**config.mk**
```make
export PLATFORM = sky130hd
export DESIGN_NAME = sio_target_regs_flat
export DESIGN_NICKNAME = d
export VERILOG_FILES = /design/src/rtl/sio_target_regs_if.sv /design/src/rtl/sio_target_regs.sv /design/src/flat_wrapper.sv
export SDC_FILE = /design/constraint.sdc
export NUM_CORES = 1
export LEC_CHECK = 0
export ABC_AREA = 1
export BUFFER_PORTS_ARGS = -buffer_cell sky130_fd_sc_hd__buf_4
export CORE_AREA = 8 8 226 228
export CTS_CLUSTER_SIZE = 30
export DETAILED_ROUTE_END_ITERATION = 8
export DIE_AREA = 0 0 234 236
export GPL_TIMING_DRIVEN = 0
export MAX_ROUTING_LAYER = met4
export PLACE_DENSITY_LB_ADDON = 0.08
export SLEW_MARGIN = 20
export SYNTH_ARGS = -nofsm -noshare
export SYNTH_HDL_FRONTEND = slang
export SYNTH_SLANG_ARGS = --single-unit
```
**constraint.sdc**
```tcl
create_clock -name c -period 2.74 [get_ports c]
set_input_delay 0.548 -clock c [delete_from_list [all_inputs] [get_ports c]]
set_output_delay 0.548 -clock c [all_outputs]
set_load 0.03 [all_outputs]
```
**src/rtl/sio_target_regs_if.sv**
```systemverilog
// Write-word / readback link between sio_target and its register bank.
interface sio_target_regs_if;
  logic        wvalid;
  logic [39:0] wdata;
  logic [31:0] rdata;

  modport master (output wvalid, output wdata, input rdata);
  modport slave  (input wvalid, input wdata, output rdata);
endinterface

```
**src/rtl/sio_target_regs.sv**
```systemverilog
// Register bank behind sio_target: decodes 40-bit command words into control registers,
// status readback, an error counter and a link watchdog that restores defaults on idle.
module sio_target_regs #(
  parameter int                  NREG     = 8,
  parameter int                  TIMEOUT  = 4095,
  parameter logic [NREG*32-1:0]  DEFAULTS = '0
) (
  input  logic                 c,
  input  logic                 r,
  sio_target_regs_if.slave     bus,
  input  logic [32*NREG-1:0]   ext,
  output logic [32*NREG-1:0]   q,
  output logic [NREG-1:0]      wstrobe,
  output logic                 link_up
);

  localparam int            CW    = $clog2(TIMEOUT + 1);
  localparam logic [CW-1:0] TMAX  = CW'(TIMEOUT);
  localparam logic [CW-1:0] TLAST = CW'(TIMEOUT - 1);

  typedef enum logic {DOWN = 1'b0, UP = 1'b1} state_t;

  state_t        state;
  logic [CW-1:0] cnt;
  logic [7:0]    err_cnt;
  logic [31:0]   rdata_r;

  logic [1:0]    cmd;
  logic [5:0]    addr;
  logic [31:0]   data;
  logic [NREG-1:0] sel;
  logic          addr_hit;
  logic [31:0]   ext_word;
  logic [31:0]   rd_word;
  logic [7:0]    err_wr;
  logic [7:0]    err_nxt;

  function automatic logic [7:0] sat_inc(input logic [7:0] e);
    return (e == 8'hFF) ? e : e + 8'd1;
  endfunction

  assign cmd       = bus.wdata[39:38];
  assign addr      = bus.wdata[37:32];
  assign data      = bus.wdata[31:0];
  assign bus.rdata = rdata_r;

  always_comb begin
    sel      = '0;
    ext_word = '0;
    for (int k = 0; k < NREG; k++) begin
      sel[k] = (addr == 6'(k));
      if (sel[k]) ext_word = ext[32*k +: 32];
    end
    addr_hit = |sel;
  end

  // The write half acts first, so a combined write+read observes the written state.
  always_comb begin
    err_wr = err_cnt;
    if (cmd[0] && !addr_hit)
      err_wr = (addr == 6'h3E) ? 8'h00 : sat_inc(err_cnt);

    rd_word = 32'hDEAD_BEEF;
    err_nxt = err_wr;
    if (addr_hit)
      rd_word = (cmd == 2'b11) ? data : ext_word;
    else if (addr == 6'h3E)
      rd_word = {16'h0, err_wr, 7'h0, link_up};
    else if (addr == 6'h3F)
      rd_word = 32'h5349_4F31;
    else if (cmd[1])
      err_nxt = sat_inc(err_wr);
  end

  always_ff @(posedge c) begin
    if (r) begin
      state   <= DOWN;
      link_up <= 1'b0;
      cnt     <= '0;
      err_cnt <= 8'h00;
      rdata_r <= 32'h0;
      q       <= DEFAULTS;
      wstrobe <= '0;
    end else begin
      wstrobe <= '0;
      if (bus.wvalid) begin
        state   <= UP;
        link_up <= 1'b1;
        cnt     <= '0;
        err_cnt <= err_nxt;
        for (int k = 0; k < NREG; k++) begin
          if (cmd[0] && sel[k]) begin
            q[32*k +: 32] <= data;
            wstrobe[k]    <= 1'b1;
          end
        end
        if (cmd[1]) rdata_r <= rd_word;
      end else begin
        if (cnt != TMAX) cnt <= cnt + 1'b1;
        // Idle edge that brings cnt to TIMEOUT drops the link and restores defaults.
        if (state == UP && cnt == TLAST) begin
          state   <= DOWN;
          link_up <= 1'b0;
          q       <= DEFAULTS;
        end
      end
    end
  end

endmodule

```
**src/flat_wrapper.sv**
```systemverilog
// flat-port wrapper written by rule: the top's interface ports become plain ports
module sio_target_regs_flat 
#(
  parameter int                  NREG     = 8,
  parameter int                  TIMEOUT  = 4095,
  parameter logic [NREG*32-1:0]  DEFAULTS = '0
)
  (c, r, ext, q, wstrobe, link_up, bus_wvalid, bus_wdata, bus_rdata);
  sio_target_regs_if bus_i ();
  input  logic c;
  input  logic r;
  input  logic [32*NREG-1:0] ext;
  output logic [32*NREG-1:0] q;
  output logic [NREG-1:0] wstrobe;
  output logic link_up;
  input wire logic [$bits(bus_i.wvalid)-1:0] bus_wvalid;
  input wire logic [$bits(bus_i.wdata)-1:0] bus_wdata;
  output wire logic [$bits(bus_i.rdata)-1:0] bus_rdata;
  assign bus_i.wvalid = bus_wvalid;
  assign bus_i.wdata = bus_wdata;
  assign bus_rdata = bus_i.rdata;
  sio_target_regs #(.NREG(NREG), .TIMEOUT(TIMEOUT), .DEFAULTS(DEFAULTS)) u_core (.c(c), .r(r), .bus(bus_i), .ext(ext), .q(q), .wstrobe(wstrobe), .link_up(link_up));
endmodule
```
; Yosys cells after proc, flatten, opt, wreduce, memory -nomap -nowiden
; Index checks and enable logic that the tools add are counted.
[totals]
input_bits = 299
ff_bits = 317
elab_cells = 104
[classes]
bitwise = 1
n_eq_ne = 22
n_mux = 40
n_addsub = 3
reduce_logical = 25
[ops]
columns = operator, n
row1 = $mux W32, 20
row2 = $mux W256, 2
row3 = $mux W8, 8
row4 = $eq A6 B3 Y1 const B, 4
row5 = $reduce_and A2 Y1, 9
row6 = $add A8 B1 Y8 const B, 2
row7 = $eq A8 B8 Y1 const B, 2
row8 = $ne A2 B1 Y1 const B, 8
row9 = $add A12 B1 Y12 const B, 1
row10 = $eq A12 B12 Y1 const B, 1
row11 = $eq A6 B2 Y1 const B, 2
row12 = $eq A6 B6 Y1 const B, 2
row13 = $ne A12 B12 Y1 const B, 1
row14 = $logic_and A1 B1 Y1, 10
row15 = $mux W1, 10
row16 = $reduce_or A8 Y1, 1
row17 = $eq A6 B1 Y1 const B, 1
row18 = $logic_not A6 Y1, 1
row19 = $reduce_or A2 Y1, 2
row20 = $eq A2 B2 Y1 const B, 1
row21 = $reduce_bool A2 Y1, 1
row22 = $logic_not A1 Y1, 1
row23 = $not A1 Y1, 1

; Longest topological paths before layout
; Gate-level depths: netlist (run 1).
[logic_depth]
word_depth = 11
depth_mapped = 19
ltp_nobuf = 18

; Worst setup path before layout (run 1)
; Ideal clock, no wire load.
[synth_path]
path_type = in2reg
start = in bus_wdata[38]
end = reg u_core.err_cnt[6]
cell_stages = 16
setup_ns = 0.112
path_slack_ns = 0.494
arrival_ns = 2.134
required_ns = 2.628
path_cell_list = buf_4 inv_1 a21oi_1 buf_2 nand2_1 nand2_1 inv_1 nor2_2 ha_1 nand3_2 nor2_4 nand2_1 o21ai_1 nand2_1 nand2_1 nand2_1
[synth_between]
elab_chain_len = 8
elab_cells_between_ends = 9
cone_classes = add/sub: 1 / eq/ne: 1 / mux: 6 / reduce/logical: 1
[synth_rtl]
columns = item, line_no
row1 = start: declaration, flat_wrapper.sv:17  ; input wire logic [$bits(bus_i.wdata)-1:0] bus_wdata;
row2 = $logic_and A1 B1 Y1 *, sio_target_regs.sv:60  ; if (cmd[0] && !addr_hit)
row3 = $mux W8 *, sio_target_regs.sv:60
row4 = $add A8 B1 Y8 / $eq A8 B8 Y1 (equally long branches), sio_target_regs.sv:39  ; return (e == 8'hFF) ? e : e + 8'd1;
row5 = $mux W8, sio_target_regs.sv:39
row6 = $mux W8, sio_target_regs.sv:71  ; else if (cmd[1])
row7 = $mux W8, sio_target_regs.sv:69  ; else if (addr == 6'h3F)
row8 = $mux W8, sio_target_regs.sv:67  ; else if (addr == 6'h3E)
row9 = $mux W8 *, sio_target_regs.sv:65  ; if (addr_hit)
row10 = end signal: assignment, sio_target_regs.sv:90  ; err_cnt <= err_nxt;
row11 = end: declaration, sio_target_regs.sv:25  ; logic [7:0] err_cnt;
; Every way passes the cells marked *; elsewhere a longest branch is shown, timed or not.
; A chain may end at the register's enable or synchronous reset.

; Worst setup path after layout (run 1)
[layout_path]
start = reg u_core.cnt[0]
end = reg u_core.q[115]
[layout_between]
elab_chain_len = 4
[layout_rtl]
columns = item, line_no
row1 = start: declaration, sio_target_regs.sv:24  ; logic [CW-1:0] cnt;
row2 = start signal: assignment, sio_target_regs.sv:99  ; if (cnt != TMAX) cnt <= cnt + 1'b1;
row3 = $eq A12 B12 Y1, sio_target_regs.sv:101  ; if (state == UP && cnt == TLAST) begin
row4 = $logic_and A1 B1 Y1, sio_target_regs.sv:101
row5 = $reduce_bool A2 Y1 (no line), --
row6 = $reduce_and A2 Y1 (no line), --
row7 = end signal: indexed assignment, sio_target_regs.sv:93  ; q[32*k +: 32] <= data;
row8 = end: declaration, sio_target_regs.sv:12  ; output logic [32*NREG-1:0] q,
; No other way between the ends.

==> impl_metrics.tcl, run 1 <==
set metrics [dict create \
    drv_cap 0 \
    yosys-top-cells-area "dfxtp_1 (45%), nand2_1 (12%), a21oi_1 (6.8%), o21ai_0 (6.6%), nand3_1 (4.0%)" \
    dieArea_um2 55200 \
    coreArea_um2 47300 \
    hpwl_mm 68.3 \
    slew_violations 0 \
    reg2reg_depth 9 \
    ys.flop_type "dfxtp_1" \
    port_buffers 592 \
    first_pass_iters 5 \
    p_sw_share_pct 25.0 \
    path_max_fanout 10 \
    finish.instance_area_um2 20500 \
    slew_headroom_pct 43.3 \
    synth_nets 2165 \
    cp.arrival_ps 2910 \
    clock_latency_ps 530 \
    gp_congestion 0.984 \
    grt_pass1_vias 15700 \
    syn_area_um2 14000 \
    syn_to_final_growth_pct 46.8 \
    clockRootBuffer "clkbuf_16" \
    crit_start "u_core.cnt[0]$_SDFFE_PP0P_" \
    cts_buffers 38 \
    r2r_end "u_core.q[115]$_SDFFE_PP0P_" \
    rrSetupSlack_ps 220 \
    powerDensity_nw_per_um2 547 \
    track_usage_pct 29.3 \
    antenna_found_initial 2 \
    fin_crit_sh_pct 91.9 \
    synth_edf_count 0 \
    combPwrFrac_pct 10.6 \
    power.internal_uw 8400 \
    endpoint "u_core.q[115]$_SDFFE_PP0P_" \
    hp-class "in -> reg" \
    seqPwrFrac_pct 42.0 \
    overflow 0 \
    crit_required_ps 3130 \
    cts_resized 0 \
    clk_pin_slew_ps 60 \
    fp-row-count 80 \
    cts_hold_buf 0 \
    synth_top_area_share_pct 45.5 \
    place_area_um2 19200 \
    dp.cells 3069 \
    switchingPower_uw 2800 \
    worst_pin_slew_ps 851 \
    yosysTopAreaCell "dfxtp_1" \
    peakVddDrop_uv 368 \
    fin_setup_tns_ps 0 \
    power_frac_clock_pct 47.5 \
    tritoncts "yes" \
    skew_ps 13.5 \
    crit_path_end_kind "register" \
    grt_pass1_wl_mm 116 \
    clock-sinks 317 \
    h-tree-depth 2 \
    hold_viol 0 \
    finalWorstPathRequiredPeriod_ps 2520 \
    start_util_pct 29.5 \
    r2r-start "u_core.cnt[0]$_SDFFE_PP0P_" \
    io_pins 596 \
    ys_ff_latch 317 \
    grt_max_degree 13 \
    fp.dieW_um 234 \
    route.vias.total 16400 \
    final_core_util_pct 43.3 \
    fmax_ghz 0.397 \
    rsz0062_at_grt "false" \
    instances_no_fill 3136 \
    drive_above_1_share_pct 31.5 \
    wl_per_cell_um 26.3 \
    postSynthAreaPerCell_um2 7.50 \
    drc_errors 0 \
    postCtsSetupBuffers 0 \
    synthCells 1862 \
    async_reset_ff_share_pct 0 \
    start_kind "register" \
    chipHeight_um 236 \
    finalWirelength_mm 82.5 \
    yosysUniqueCellTypes 39 \
    synth_sequential_area_ratio_pct 45.5 \
    clockBufferDepth 3 \
    crit_type "reg -> reg" \
    synth_warnings 0 \
    p_leak_uw 0.00921 \
    ant_nets 0 \
    fin_nets 2797 \
    drtIter0Drc 1508 \
    status "completed" \
    via_per_inst 5.22 \
    setup_viol 0 \
]
-- registers in the layout, indices dropped and copies added (netlist names) --
register          count
u_core.bus.rdata     32
u_core.q            256
u_core.link_up        1
u_core.wstrobe        8
u_core.err_cnt        8
u_core.cnt           12
-- placed cells by master (no fill, tap or decap), drive strengths merged --
cell type  count
dfxtp        317
clkbuf       130
a32o           2
xnor2          2
o22ai         28
o21ai        207
inv          123
xor2           2
nor4           1
diode          1
ha             4
nor2         134
a21oi        191
clkinv         3
nor3          12
or2            5
buf          644
nand3        116
nand4         53
bufinv         5
a31oi          6
nand2        443
nand3b         1
a221oi         6
a211oi        85
-- cell usage after synthesis, types with 3 or more instances --
library cell	count
a211oi_1	62
a211oi_2	23
a21oi_1	190
a221oi_1	6
a31oi_1	6
buf_1	7
buf_2	36
buf_4	6
buf_6	3
clkbuf_1	72
dfxtp_1	317
ha_1	4
inv_1	110
inv_2	12
nand2_1	431
nand2_2	11
nand3_1	112
nand3_2	4
nand4_1	53
nor2_1	121
nor2_2	10
nor2_4	3
nor3_1	7
nor3_4	3
o21ai_0	184
o21ai_1	22
o22ai_1	8
o22ai_2	20
or2_2	5
-- worst max-delay path, cell delays in order, from the launching register on --
cell,delay (ps)
dfxtp_1,340
inv_1,70
ha_1,140
inv_1,40
nor2_1,170
nand3_1,140
nand3b_1,440
o21ai_2,480
buf_2,420
a211oi_1,130
-- worst min path at each step --
| stage | from | end | slack, ps | cells past startpoint |
|---|---|---|---|---|
| after floorplan | u_core.err_cnt[7]$_SDFFE_PP0P_ | u_core.err_cnt[7]$_SDFFE_PP0P_ | 460 | 2 |
| after global placement | u_core.q[235]$_SDFFE_PP0P_ | u_core.q[235]$_SDFFE_PP0P_ | 450 | 2 |
| after detailed placement | u_core.q[255]$_SDFFE_PP0P_ | u_core.q[255]$_SDFFE_PP0P_ | 460 | 2 |
| after CTS | bus_wdata[21] | u_core.q[21]$_SDFFE_PP0P_ | 300 | 3 |
| after global routing | bus_wdata[21] | u_core.q[21]$_SDFFE_PP0P_ | 330 | 3 |
| final | bus_wdata[21] | u_core.q[21]$_SDFFE_PP0P_ | 310 | 3 |
-- area by class of cell --
| class | instances | area (um2) |
|---|---|---|
| Buffer | 125 | 561 |
| Clock inverter | 9 | 174 |
| Multi-Input combinational cell | 1298 | 6600 |
| Fill cell | 4964 | 26900 |
| Tap cell | 615 | 769 |
| Inverter | 122 | 458 |
| Sequential cell | 317 | 6350 |
| Clock buffer | 57 | 1120 |
| Antenna cell | 1 | 2.50 |
| Timing Repair Buffer | 592 | 4440 |
-- power by group through the flow --
stage               combinational [uW]  sequential [uW]  clock (uW)
finish                            1180             4700        5310
global route                      1250             4700        5580
CTS                               1170             4700        5380
detailed placement                1170             4800           0
global placement                  1170             4800           0
floorplan                          353             4870           0
-- per-stage QoR --
stage	hold slack (ps)	power [uW]	worst slack, ps
after floorplan	458	5230	494
after global placement	454	5970	-271
after detailed placement	459	5970	-289
after CTS	298	11200	110
after global routing	333	11500	6.13
final	314	11200	221
-- cell families after synthesis --
group	synth area share, %
adders and majority gates	0.359
and+or+nand+nor	24.0
xor gates and xnor gates	0.251
AOI/OAI and AO/OA	22.7
buffers and inverters	7.30
DFF	45.5
-- routing by layer --
layer / vias up / track usage (%) / share of wire, %
li1: 7612 / - / -
met1: 7958 / 36.7 / 41
met4: 0 / 5.59 / 1.9
met2: 716 / 48.9 / 49
met3: 84 / 5.57 / 8.0
met5: - / - / 0
Power figures use the tool's default switching activity.
==> run 2, diff against run 1 <==
==> constraint.sdc (replaced) <==
create_clock -name c -period 2.74 [get_ports c]
set_input_delay 0 -clock c [delete_from_list [all_inputs] [get_ports c]]
set_output_delay 0 -clock c [all_outputs]
set_load 0.03 [all_outputs]
==> run 2 against run 1 <==
  * Flip-flop and latch count stayed put
  * Worst setup slack worse by 54 ps
  * Utilization is 1.8 points higher
  * Clock power hardly changed
  * Non-clock buffer count is 84 higher
  * Wire length is 0.48% higher
  * Sequential share of layout area is 1.2 points lower
  * Critical path depth stayed put
  * Critical endpoint unchanged
  * Largest cell class unchanged
==> impl_metrics.tcl, run 2 (synthesis gave the netlist of run 1 again) <==
set metrics [dict create \
    dieArea_um2 55200 \
    fin_nets 2881 \
    largest_reg_flops 256 \
    r2r_end "u_core.q[115]$_SDFFE_PP0P_" \
    gp_congestion 0.984 \
    fin_setup_tns_ps 0 \
    path_max_fanout 10 \
    clk_pin_slew_ps 60 \
    worst_pin_slew_ps 866 \
    clock_latency_ps 530 \
    antenna_found_initial 3 \
    regMostFlops "u_core.q" \
    reg2reg_depth 9 \
    finalWirelength_mm 82.9 \
    worst_slack_ps 167 \
    rrSetupSlack_ps 170 \
    finish.instance_area_um2 21300 \
    h-tree-depth 2 \
    final_common_cell "buf_4" \
    drive_above_1_share_pct 30.6 \
    slew_violations 0 \
    syn_to_final_growth_pct 52.9 \
    fp.dieW_um 234 \
    fmax_ghz 0.389 \
    grt_pass1_vias 16200 \
    route.vias.total 16600 \
    port_buffers 592 \
    crit_type "reg -> reg" \
    peakVddDrop_uv 368 \
    overflow 0 \
    grt_max_degree 13 \
    io_pins 596 \
    multi_input_area_um2 6600 \
    clockBufferDepth 3 \
    crit_start "u_core.cnt[0]$_SDFFE_PP0P_" \
    drc_errors 0 \
    wl_per_cell_um 25.7 \
    place_area_um2 19200 \
    grt_pass1_wl_mm 118 \
    layout_common_cells "buf_4 (598), nand2_1 (429), dfxtp_1 (315)" \
    rsz0062_at_grt "false" \
    pre_cts_ws_ps 136 \
    r2r-start "u_core.cnt[0]$_SDFFE_PP0P_" \
    hpwl_mm 68.3 \
    endpoint "u_core.q[115]$_SDFFE_PP0P_" \
    first_pass_iters 8 \
    clock-sinks 317 \
    fin_crit_sh_pct 93.9 \
    clockRootBuffer "clkbuf_16" \
    n_fill_cell 4917 \
    via_per_inst 5.15 \
    drtIter0Drc 1601 \
    p_leak_uw 0.00956 \
    postCtsSetupBuffers 0 \
    crit_path_end_kind "register" \
    track_usage_pct 29.5 \
    crit_required_ps 3130 \
    drv_cap 0 \
    start_util_pct 29.5 \
    start_kind "register" \
    cts_buffers 38 \
    setup_viol 0 \
    cp.arrival_ps 2960 \
    skew_ps 14.4 \
    chipHeight_um 236 \
    seq_area_um2 6350 \
    ant_nets 0 \
    hp-class "in -> reg" \
    tritoncts "yes" \
    finalWorstPathRequiredPeriod_ps 2570 \
    hold_viol 0 \
    powerDensity_nw_per_um2 530 \
    coreArea_um2 47300 \
    status "completed" \
    slew_headroom_pct 42.3 \
    fp-row-count 80 \
    worstHoldStart "ext[70]" \
]
## run 2: changes by cell type in the layout (fill, tap and decap cells not counted)
cell | previous run | this run
dlygate4sd3_1 | 0 | 85
buf_1 | 7 | 6
clkbuf_1 | 82 | 81
clkbuf_2 | 1 | 2
diode_2 | 1 | 2
## run 2: final cells by class
class                      instances  area share (%)
buffer                           124            2.62
clock buffer                      57            5.27
multi-input combinational       1298            30.9
inverter                         122            2.15
antenna                            2          0.0235
timing repair buffer             677            24.8
tap                              615            3.61
sequential                       317            29.8
clock inverter                     9           0.815
## run 2: repair_timing
item                                    4_1_cts  5_1_grt
resized for setup                             0        6
hold endpoints to repair                    174        0
hold buffers                                 85        0
endpoints found under the setup margin        0        9
## run 2: per-stage QoR
step           hold WS [ps]  cells  power [uW]  utilization [%]
2_1_floorplan           122   1862        5230                -
3_3_place_gp            287   3069        5970             40.5
3_5_place_dp            291   3069        5970             40.5
4_1_cts                2.34   3220       11400             45.0
5_1_grt                36.7   3221       11600             45.1
6_report               13.1   3221       11300             45.1
## run 2: worst min path at each step
stage / end / cells past startpoint
global placement: u_core.q[21]$_SDFFE_PP0P_ / 3
finish: u_core.bus.rdata[6]$_SDFFE_PP0P_ / 7
CTS: u_core.bus.rdata[2]$_SDFFE_PP0P_ / 7
floorplan: u_core.q[11]$_SDFFE_PP0P_ / 1
detailed placement: u_core.q[21]$_SDFFE_PP0P_ / 3
global route: u_core.bus.rdata[6]$_SDFFE_PP0P_ / 7
## run 2: power by group
| part | leakage, uW | internal (uW) | switching [uW] | total [uW] |
|---|---|---|---|---|
| clock | 0.000637 | 3300 | 2020 | 5320 |
| combinational | 0.00636 | 516 | 770 | 1290 |
| sequential | 0.00256 | 4660 | 39.1 | 4700 |
## run 2: layer usage
| layer | up-vias | global-route usage (%) | share of wire, % |
|---|---|---|---|
| li1 | 7781 | - | - |
| met1 | 8022 | 37.0 | 42 |
| met2 | 692 | 49.3 | 49 |
| met3 | 96 | 5.33 | 7.1 |
| met4 | 0 | 5.97 | 2.1 |
| met5 | - | - | 0 |
## run 2: critical path, cell delays in order, from the launching register on
cell and delay (ps):
dfxtp_1 340, inv_1 70, ha_1 140, inv_1 40
nor2_1 170, nand3_1 140, nand3b_1 460, o21ai_2 500
buf_2 430, a211oi_1 130
==> run 3, diff against run 2 <==
REMOVE_ABC_BUFFERS = 1   (was default)
==> run 3 against run 2 <==
  * Via count down 4.8%
  * Combinational power fell by 8%
  * Total power shrank 4.8%
  * Flip-flop and latch count did not move
  * Register-to-register slack improved by 40 ps
  * Cell count fell by 3.2%
  * First-iteration DRC count decreased by 43%
  * Clock skew is 3.6 ps higher
  * Largest power group unchanged
==> impl_metrics.tcl, run 3 (synthesis gave the netlist of run 1 again) <==
set metrics [dict create \
    fp.dieW_um 234 \
    tritoncts "yes" \
    fin_nets 2779 \
    syn_to_final_growth_pct 51.1 \
    clockRootBuffer "clkbuf_16" \
    finish.instance_area_um2 21100 \
    hpwl_mm 56.7 \
    power_frac_clock_pct 45.3 \
    ant_nets 0 \
    cp.arrival_ps 3020 \
    start_util_pct 29.5 \
    rsz0062_at_grt "true" \
    switchingPower_uw 2720 \
    slew_violations 0 \
    regMostFlops "u_core.q" \
    port_buffers 595 \
    grt_max_degree 105 \
    fmax_ghz 0.391 \
    worst_pin_slew_ps 1110 \
    first_pass_iters 5 \
    combPwrFrac_pct 11.0 \
    coreArea_um2 47300 \
    p_leak_uw 0.00935 \
    grt_pass1_vias 15500 \
    dieArea_um2 55200 \
    chipHeight_um 236 \
    wl_per_cell_um 23.5 \
    cp_slowest_cell "inv_1" \
    skew_ps 18.1 \
    final_core_util_pct 44.5 \
    path_max_fanout 23 \
    largest_reg_flops 256 \
    rrSetupSlack_ps 210 \
    layout_common_cells "buf_4 (596), nand2_1 (429), dfxtp_1 (315)" \
    gp_congestion 0.908 \
    seqPwrFrac_pct 43.7 \
    drive_above_1_share_pct 31.1 \
    slowest_delay_ps 720 \
    whs_ps 19.3 \
    antenna_found_initial 3 \
    hold_viol 0 \
    finalWirelength_mm 73.4 \
    p_sw_share_pct 25.2 \
    start_kind "input port" \
    slew_headroom_pct 26.1 \
    clock_latency_ps 540 \
    hp-class "in -> reg" \
    final_common_cell "buf_4" \
    crit_required_ps 3200 \
    io_pins 596 \
    powerDensity_nw_per_um2 510 \
    worstPathCellList "buf_4 -> nor2_1 -> nand4_1 -> buf_6 -> inv_1 -> a21oi_1 -> nand4_1 -> nand3_1 -> nand2_1 -> nand2_1 -> dlygate4sd3_1 -> a21oi_1" \
    clk_pin_slew_ps 60 \
    drtIter0Drc 910 \
    setup_viol 0 \
    route.vias.total 15800 \
    overflow 0 \
    grt_pass1_wl_mm 106 \
    drc_errors 0 \
    crit_type "in -> reg" \
    peakVddDrop_uv 339 \
    cts_buffers 38 \
    drv_cap 0 \
    h-tree-depth 2 \
    clockBufferDepth 3 \
    power.internal_uw 8050 \
    crit_path_end_kind "register" \
    clock-sinks 317 \
    fin_crit_sh_pct 93.5 \
    finalWorstPathRequiredPeriod_ps 2560 \
    fp-row-count 80 \
    via_per_inst 5.06 \
    status "completed" \
    track_usage_pct 26.1 \
    place_area_um2 19000 \
]
[run 3: cell count changes in the layout (fill, tap and decap cells not counted), moves of 4 or more]
cell | previous run | this run
buf_1 | 6 | 0
buf_16 | 0 | 7
buf_2 | 36 | 0
buf_8 | 0 | 4
clkbuf_1 | 81 | 9
clkbuf_8 | 8 | 4
inv_1 | 110 | 105
[run 3: area by class of cell]
class	count	area (um2)
diodes	2	5.00
clock buffers	51	1040
clock inverters	14	150
fillers	4894	26300
inverters	122	477
multi-input cells	1298	6650
flip-flops and latches	317	6350
well taps	615	769
repair buffers	699	5650
[run 3: power groups by stage]
stage | logic (uW) | registers [uW] | clock network, uW
CTS | 1190 | 4700 | 5000
detailed placement | 1080 | 4800 | 0
floorplan | 303 | 4870 | 0
global route | 1280 | 4700 | 5190
finish | 1190 | 4700 | 4880
global placement | 1070 | 4800 | 0
[run 3: layer usage]
layer	wire, um	track usage [%]	part of all wire, %
met5	0	-	0
met4	1860	6.60	2.5
met3	4900	5.40	6.7
met2	36200	44.2	49
met1	30500	31.2	41
[run 3: stage by stage]
stage | setup WS, ps | setup TNS [ps] | std cells | total power, uW
global route | -12.9 | -12.9 | 3118 | 11200
finish | 179 | 0 | 3118 | 10800
floorplan | -1.98 | -1.98 | 1737 | 5180
CTS | 13.8 | 0 | 3116 | 10900
detailed placement | -810 | -8110 | 2963 | 5880
global placement | -3360 | -697840 | 2947 | 5860
[run 3: timing repair]
action / CTS / global route
hold buffers: 88 / 0
buffers inserted: 0 / 0
gates resized for setup: 1 / 12
hold endpoints to repair: 284 / 0
setup endpoints to repair: 4 / 81
[run 3: final timing paths]
kind                                  startpoint                           endpoint  cells past startpoint
setup / recovery                   bus_wdata[34]  u_core.bus.rdata[10]$_SDFFE_PP0P_                     12
hold reg to reg        u_core.q[41]$_SDFFE_PP0P_          u_core.q[41]$_SDFFE_PP0P_                      2
setup reg to reg  u_core.err_cnt[0]$_SDFFE_PP0P_     u_core.err_cnt[5]$_SDFFE_PP0P_                     18
hold / removal                          ext[122]  u_core.bus.rdata[26]$_SDFFE_PP0P_                      7
[run 3: worst max-delay path: cells and delay by family]
| kind | cells | cell delay, ps |
|---|---|---|
| and+or+nand+nor | 6 | 980 |
| buffers and inverters | 4 | 1660 |
| AOI/OAI and AO/OA | 2 | 360 |
